==> src/rtl/lane_word_packer.sv <==
// Packs a stream of DATA_WIDTH-bit lane items into NUM_LANES-wide words,
// with early close (in_last), a lane-valid mask and a registered output stage.
module lane_word_packer #(
    parameter int DATA_WIDTH = 8,
    parameter int NUM_LANES  = 4
) (
    input  logic                            clk,
    input  logic                            rst,
    input  logic                            in_valid,
    output logic                            in_ready,
    input  logic [DATA_WIDTH-1:0]           in_data,
    input  logic                            in_last,
    output logic                            out_valid,
    input  logic                            out_ready,
    output logic [DATA_WIDTH*NUM_LANES-1:0] out_data,
    output logic [NUM_LANES-1:0]            out_lane_mask,
    output logic                            out_last,
    output logic [15:0]                     word_count
);

    localparam int W     = DATA_WIDTH * NUM_LANES;
    localparam int IDX_W = (NUM_LANES > 1) ? $clog2(NUM_LANES) : 1;
    localparam logic [IDX_W-1:0] LAST_IDX = IDX_W'(NUM_LANES - 1);

    logic [IDX_W-1:0]     idx;
    logic [W-1:0]         asm_data;
    logic [NUM_LANES-1:0] asm_mask;
    logic [W-1:0]         merged_data;
    logic [NUM_LANES-1:0] merged_mask;
    logic                 accept;
    logic                 handoff;
    logic                 complete;

    // Valid/ready: a transfer happens on a side exactly when valid && ready are
    // both high at a rising edge; the sender holds data stable until then, and
    // in_ready depends only on the output register, never on in_valid.
    assign in_ready = !out_valid || out_ready;
    assign accept   = in_valid && in_ready;
    assign handoff  = out_valid && out_ready;
    assign complete = accept && ((idx == LAST_IDX) || in_last);

    // Current assembly with the incoming item dropped into lane idx.
    always_comb begin
        merged_data = asm_data;
        merged_data[int'(idx)*DATA_WIDTH +: DATA_WIDTH] = in_data;
        merged_mask = asm_mask;
        merged_mask[idx] = 1'b1;
    end

    always_ff @(posedge clk) begin
        if (rst) begin
            idx           <= '0;
            asm_data      <= '0;
            asm_mask      <= '0;
            out_valid     <= 1'b0;
            out_data      <= '0;
            out_lane_mask <= '0;
            out_last      <= 1'b0;
            word_count    <= '0;
        end else begin
            if (handoff) begin
                word_count <= word_count + 16'd1;
            end
            if (complete) begin
                // A completion may coincide with a handoff: the new word
                // replaces the departing one and out_valid stays high.
                out_data      <= merged_data;
                out_lane_mask <= merged_mask;
                out_last      <= in_last;
                out_valid     <= 1'b1;
                asm_data      <= '0;
                asm_mask      <= '0;
                idx           <= '0;
            end else begin
                if (handoff) begin
                    out_valid <= 1'b0;
                end
                if (accept) begin
                    asm_data <= merged_data;
                    asm_mask <= merged_mask;
                    idx      <= idx + 1'b1;
                end
            end
        end
    end

endmodule
==> config.mk <==
export PLATFORM = sky130hd
export DESIGN_NAME = lane_word_packer
export DESIGN_NICKNAME = d
export VERILOG_FILES = /design/src/rtl/lane_word_packer.sv
export SDC_FILE = /design/constraint.sdc
export NUM_CORES = 1
export LEC_CHECK = 0
export CORE_AREA = 3 3 116 118
export DETAILED_ROUTE_END_ITERATION = 6
export DIE_AREA = 0 0 119 121
export DONT_BUFFER_PORTS = 1
export PLACE_DENSITY_LB_ADDON = 0.1
export SYNTH_ARGS = -nofsm -noshare
export SYNTH_HDL_FRONTEND = slang
export SYNTH_SLANG_ARGS = --single-unit
==> constraint.sdc <==
create_clock -name clk -period 3.1 [get_ports clk]
set_input_delay 0.775 -clock clk [delete_from_list [all_inputs] [get_ports clk]]
set_output_delay 0.775 -clock clk [all_outputs]
set_load 0.05 [all_outputs]
==> out/qor.yml, run 1 <==
status: "complete, no violations"
die_h_um: 121
ys_ff_latch: 92
criticalPathCategory: "reg -> reg"
swShare_pct: 27.3
layout_commonest_cell: "dfxtp_1"
syn_area_um2: 3750
crit_path_start_kind: "flop"
fill_cells: 1309
firstDrtPassIters: 7
max_cap_violations: 0
cp_max_fo: 10
cts_tree: "done"
grt_pass1_vias: 3017
grt_max_degree: 56
setup_ws_ps: 660
wirelength_um: 10500
grt_remaining_overflow: 0
gp_congestion: 0.710
routedWlPerCell_um: 17.7
hold_path.class: "reg -> reg"
synth_warnings: 0
setup_violations: 0
die_w_um: 119
num_rows: 41
via_per_inst: 5.32
switchingPower_uw: 736
synth_edf_count: 0
fin_cells: 589
dp_slack_ps: 698
power.share.clock_pct: 41.4
peakVddDrop_mv: 0.241
max_freq_ghz: 0.410
path_cells: "inv_1 -> ha_1 -> and4bb_1 -> and3_1 -> a22oi_1 -> nor2_1"
slew_headroom_pct: 53.6
num-nets-final: 434
syn_nets: 440
cellPowerDensity_nw_per_um2: 636
critPathMaxStageDelay_ps: 580
tns_ps: 0
rsz0062_at_grt: "false"
drc: 0
drive_above_1_share_pct: 7.91
final_util_pct: 33.7
synth-seq-area-share_pct: 49.1
post-route-min-period_ps: 2440
dieArea_um2: 14400
fin_worst_skew_ps: 6.21
worstSkewPairLatency_ps: 340
grt_pass1_wl_um: 16700
htree_levels: 3
maxSlewViolCount: 0
synthCells: 418
p_int_mw: 1.96
dp_cells: 573
antenna_found_initial: 0
diodes: 0
cts_buffer_depth: 2
postCtsSetupBuffers: 0
crit_required_ps: 3370
final_cell_mix: "dfxtp_1, nor2_1, nor3_1, a221oi_1"
postPlaceCellArea_um2: 3940
postSynthAreaPerCell_um2: 8.97
core_region_area_um2: 12600
cts_hold_buf: 0
timing.final.crit_share_pct: 78.7
area_growth_pct: 13.0
worst_pin_slew_ps: 695
cts_resized: 0
cts_num_sinks: 92
slowest_stage: "dfxtp_1"
worstSetupEndpointType: "flop"
ios: 68
ant_nets: 0
clock-root-buffer: "clkbuf_16"
p_leak_nw: 1.49
dr_total_vias: 3135
start_util_pct: 29.8
hold_viol: 0
crit_arrival_ps: 2710
comb_power_share_pct: 7.6
grt_usage_pct: 14.8
io_buffers: 0
ys_types: 36
yosys_most_used_dff: "dfxtp_1"
clk_pin_slew_ps: 60
cts_buffers: 9
ys_async_sr_fraction_pct: 0
drtIter0Drc: 303
p_seq_share_pct: 51.0
dp_hpwl_um: 6880
final_cell_area_um2: 4240
## worst max-delay path: cells and delay by family (launching register included)
family	cells	cell delay (ps)
AOI/OAI and AO/OA	1	120
adders and majority gates	1	410
buffers and inverters	1	250
DFF	1	580
and+or+nand+nor	3	1020
## registers in the layout, summed over array words and instances (netlist names)
| register | flops |
|---|---|
| word_count | 16 |
| out_lane_mask | 4 |
| out_last | 1 |
| asm_data | 32 |
| out_valid | 1 |
| out_data | 32 |
| idx | 2 |
| asm_mask | 4 |
## power by group through the flow
stage               registers [mW]  logic (mW)  clock network, mW
floorplan                     1.40       0.174                  0
global placement              1.40       0.204                  0
detailed placement            1.40       0.207                  0
CTS                           1.38       0.208               1.16
global route                  1.38       0.232               1.21
finish                        1.38       0.205               1.12
## Yosys cell counts, drive strengths merged, types with 5 or more instances
cell / number / area, um2
nand3: 11 / 55.1
dfxtp: 92 / 1840
nor3: 37 / 190
a32oi: 16 / 140
a211oi: 12 / 90.1
buf: 10 / 48.8
nand4: 7 / 56.3
clkbuf: 19 / 71.3
inv: 14 / 52.6
a221oi: 24 / 210
a22oi: 16 / 120
xor2: 5 / 43.8
o21ai: 7 / 35.0
nor2: 85 / 319
or3: 7 / 43.8
nand2: 9 / 33.8
a21oi: 16 / 80.1
ha: 9 / 113
## metrics by stage
step / power, mW / hold slack (ps)
final: 2.70 / 430
after global routing: 2.82 / 475
after CTS: 2.75 / 430
after detailed placement: 1.61 / 421
after floorplan: 1.57 / 408
after global placement: 1.61 / 417
## cell type report
type                            count  area (um2)  area share [%]
Timing Repair Buffer               12        90.1            2.13
Multi-Input combinational cell    283        1740            41.0
Inverter                           14        52.6            1.24
Tap cell                          172         215            5.08
Clock inverter                      5        50.0            1.18
Sequential cell                    92        1840            43.4
Clock buffer                       11         253            5.96
## routing by layer
metal  GRT usage (%)  vias to the layer above  share of wire, %
li1                -                     1526                 -
met1            18.7                     1510                44
met2            23.9                       86                47
met3            4.15                       13               7.2
met4            6.08                        0               1.8
met5               0                        -                 0
## worst paths after layout
| path | from | to | slack, ps | cells past startpoint |
|---|---|---|---|---|
| worst min register to register | asm_mask[3] | asm_mask[3] | 430 | 2 |
| worst min-delay path | asm_mask[3] | asm_mask[3] | 430 | 2 |
| worst max-delay path | idx[0] | asm_data[3] | 660 | 6 |
| worst max register to register | idx[0] | asm_data[3] | 660 | 6 |
## cells by family after synthesis
logic type	share of synthesized area, %
adder cells (fa/ha/maj)	3.00
buffers and inverters	4.60
XOR/XNOR	1.87
AND/OR/NAND/NOR	22.5
flip-flops	49.1
AO/OA/AOI/OAI	18.9
Note: power is estimated with default switching activity, not from simulation.
==> inputs of run 2 (changes only) <==
==> constraint.sdc (replaced) <==
create_clock -name clk -period 2.35 [get_ports clk]
set_input_delay 0.5875 -clock clk [delete_from_list [all_inputs] [get_ports clk]]
set_output_delay 0.5875 -clock clk [all_outputs]
set_load 0.05 [all_outputs]
==> run 2 against run 1 <==
Setup slack worse by 420 ps. Maximum frequency grew 15%. Die area is the same. First-iteration DRC count fell by 41%. Global-route usage is 0.29 points lower. Sequential share of layout area is 1.1 points lower. Via count fell by 0.70%. Wire length decreased by 1.8%. Sequential power grew 30%. Total power rose by 36%. Register-to-register slack worse by 420 ps. Utilization up 0.90 points. Critical path type unchanged. Largest power group unchanged.
==> out/qor.yml, run 2 (synthesis results as in run 1) <==
maxSlewViolCount: 0  # unchanged
setup_violations: 0  # unchanged
drive_above_1_share_pct: 10.5  # was 7.91%
gp_congestion: 0.798  # was 0.710
holdWs_ps: 311  # was 430 ps
io_buffers: 0  # unchanged
timing.final.crit_share_pct: 89.9  # was 78.7%
peakVddDrop_mv: 0.311  # was 0.241 mV
fin_cells: 601  # was 589
core_region_area_um2: 12600  # unchanged
top_regs: "asm_data x32, out_data x32, word_count x16"  # unchanged
slowest_stage: "and4bb_1"  # was dfxtp_1
num-nets-final: 446  # was 434
gr-max-usage-layer: "met2"  # unchanged
diodes: 0  # unchanged
cts_num_sinks: 92  # unchanged
min_to: "word_count[10]"  # was asm_mask[3]
grt_pass1_vias: 2989  # was 3017
postCtsSetupBuffers: 0  # unchanged
max_freq_ghz: 0.473  # was 0.410 GHz
fill_cells: 1340  # was 1309
crit_arrival_ps: 2390  # was 2710 ps
num_rows: 41  # unchanged
cellPowerDensity_nw_per_um2: 843  # was 636 nW/um2
grt_pass1_wl_um: 16400  # was 16700 um
clk_pin_slew_ps: 70  # was 60 ps
rsz0062_at_grt: "false"  # unchanged
ant_nets: 0  # unchanged
met3_usage_pct: 4.76  # was 4.15%
hold_depth: 1  # was 2
worst_pin_slew_ps: 568  # was 695 ps
worstSkewPairLatency_ps: 340  # about the same
cts_hold_buf: 0  # unchanged
wirelength_um: 10300  # was 10500 um
cts_resized: 0  # unchanged
drc: 0  # unchanged
ff2ff_setup_slack_ps: 240  # was 660 ps
fin_worst_skew_ps: 6.81  # was 6.21 ps
max_cap_violations: 0  # unchanged
criticalPathCategory: "reg -> reg"  # unchanged
layout_commonest_cell: "dfxtp_1"  # unchanged
final_util_pct: 34.6  # was 33.7%
use_met1_pct: 18.7  # about the same
dieArea_um2: 14400  # unchanged
grt_usage_pct: 14.5  # was 14.8%
tns_ps: 0  # unchanged
cts_buffer_depth: 2  # unchanged
cts_tree: "done"  # unchanged
reg2regPathDepth: 6  # unchanged
clock-root-buffer: "clkbuf_16"  # unchanged
critPathMaxStageDelay_ps: 470  # was 580 ps
r2r-end: "asm_data[2]"  # was asm_data[3]
dp_cells: 585  # was 573
die_w_um: 119  # unchanged
routedWlPerCell_um: 17.1  # was 17.7 um
start_util_pct: 29.8  # unchanged
area_growth_pct: 16.0  # was 13.0%
firstDrtPassIters: 4  # was 7
die_h_um: 121  # unchanged
final_cell_area_um2: 4350  # was 4240 um2
cts_buffers: 9  # unchanged
drtIter0Drc: 180  # was 303
slew_headroom_pct: 62.1  # was 53.6%
status: "complete, no violations"  # unchanged
path_cells: "inv_1 -> ha_1 -> and4bb_1 -> and3_1 -> a22oi_1 -> nor2_1"  # unchanged
grt_remaining_overflow: 0  # unchanged
hold_viol: 0  # unchanged
cp_max_fo: 9  # was 10
htree_levels: 3  # unchanged
antenna_found_initial: 0  # unchanged
postPlaceCellArea_um2: 4030  # was 3940 um2
worstSetupEndpointType: "flop"  # unchanged
post-route-min-period_ps: 2110  # was 2440 ps
r2r-start: "idx[0]"  # unchanged
ios: 68  # unchanged
min-delay-start: "rst"  # was asm_mask[3]
worst-path-buf-inv: 1  # unchanged
crit_family: "simple AND/OR/NAND/NOR gates"  # unchanged
hold_path.class: "in -> reg"  # was reg -> reg
multi_input_area_um2: 1740  # unchanged
crit_required_ps: 2630  # was 3370 ps
use_met2_pct: 22.7  # was 23.9%
dp_hpwl_um: 7080  # was 6880 um
seqCellArea_um2: 1840  # unchanged
dr_total_vias: 3113  # was 3135
crit_path_start_kind: "flop"  # unchanged
final_cell_mix: "dfxtp_1, nor2_1, nor3_1, a221oi_1, buf_4"  # was dfxtp_1, nor2_1, nor3_1, a221oi_1
grt_max_degree: 56  # unchanged
via_per_inst: 5.18  # was 5.32
p_leak_nw: 1.56  # was 1.49 nW
-- run 2: worst max-delay path by stage --
| stage | start | endpoint | slack [ps] | cells after the start |
|---|---|---|---|---|
| after global placement | idx[0] | asm_data[5] | 290 | 6 |
| after detailed placement | idx[0] | asm_data[1] | 210 | 6 |
| after floorplan | idx[0] | asm_data[0] | 310 | 8 |
| after global routing | idx[0] | asm_data[6] | 40 | 6 |
| after CTS | idx[0] | asm_data[2] | 210 | 6 |
| final | idx[0] | asm_data[2] | 240 | 6 |
-- run 2: final cells by class --
cell class | count | area share [%]
timing repair buffer | 24 | 4.14
inverter | 14 | 1.21
multi-input combinational | 283 | 39.9
clock inverter | 6 | 1.98
sequential | 92 | 42.3
tap | 172 | 4.95
clock buffer | 10 | 5.49
-- run 2: power breakdown --
part           total (mW)  leakage, nW  switching [mW]  internal [mW]
clock network        1.58        0.159           0.618          0.961
logic               0.283        0.652           0.186         0.0969
registers            1.80        0.749           0.185           1.62
-- run 2: stage by stage --
step	setup WS, ps	total power, mW
after detailed placement	210	2.13
final	236	3.67
after global routing	38.0	3.82
after CTS	209	3.73
after global placement	293	2.12
after floorplan	312	2.07
-- run 2: metal layers --
layer  up-vias  routed length (um)
met2        64                4780
met1      1498                4720
met5         -                   0
met3        11                 619
li1       1540                   -
met4         0                 138
-- run 2: worst reg2reg max path: cells and delay by family (launching register included) --
kind	cells	cell delay, ps
flops	1	310
fa+ha+maj	1	440
simple gates	3	970
compound gates	1	120
buf+inv	1	210
==> inputs of run 3 (changes only) <==
--- a/config.mk
+++ b/config.mk
@@ -5,11 +5,13 @@
 export SDC_FILE = /design/constraint.sdc
 export NUM_CORES = 1
 export LEC_CHECK = 0
+export CAP_MARGIN = 20
 export CORE_AREA = 3 3 116 118
 export DETAILED_ROUTE_END_ITERATION = 6
 export DIE_AREA = 0 0 119 121
 export DONT_BUFFER_PORTS = 1
 export PLACE_DENSITY_LB_ADDON = 0.1
+export SKIP_CTS_REPAIR_TIMING = 1
 export SYNTH_ARGS = -nofsm -noshare
 export SYNTH_HDL_FRONTEND = slang
 export SYNTH_SLANG_ARGS = --single-unit
==> results of run 3 <==
Same layout as run 2: the final DEF is identical, and so are final timing and power.
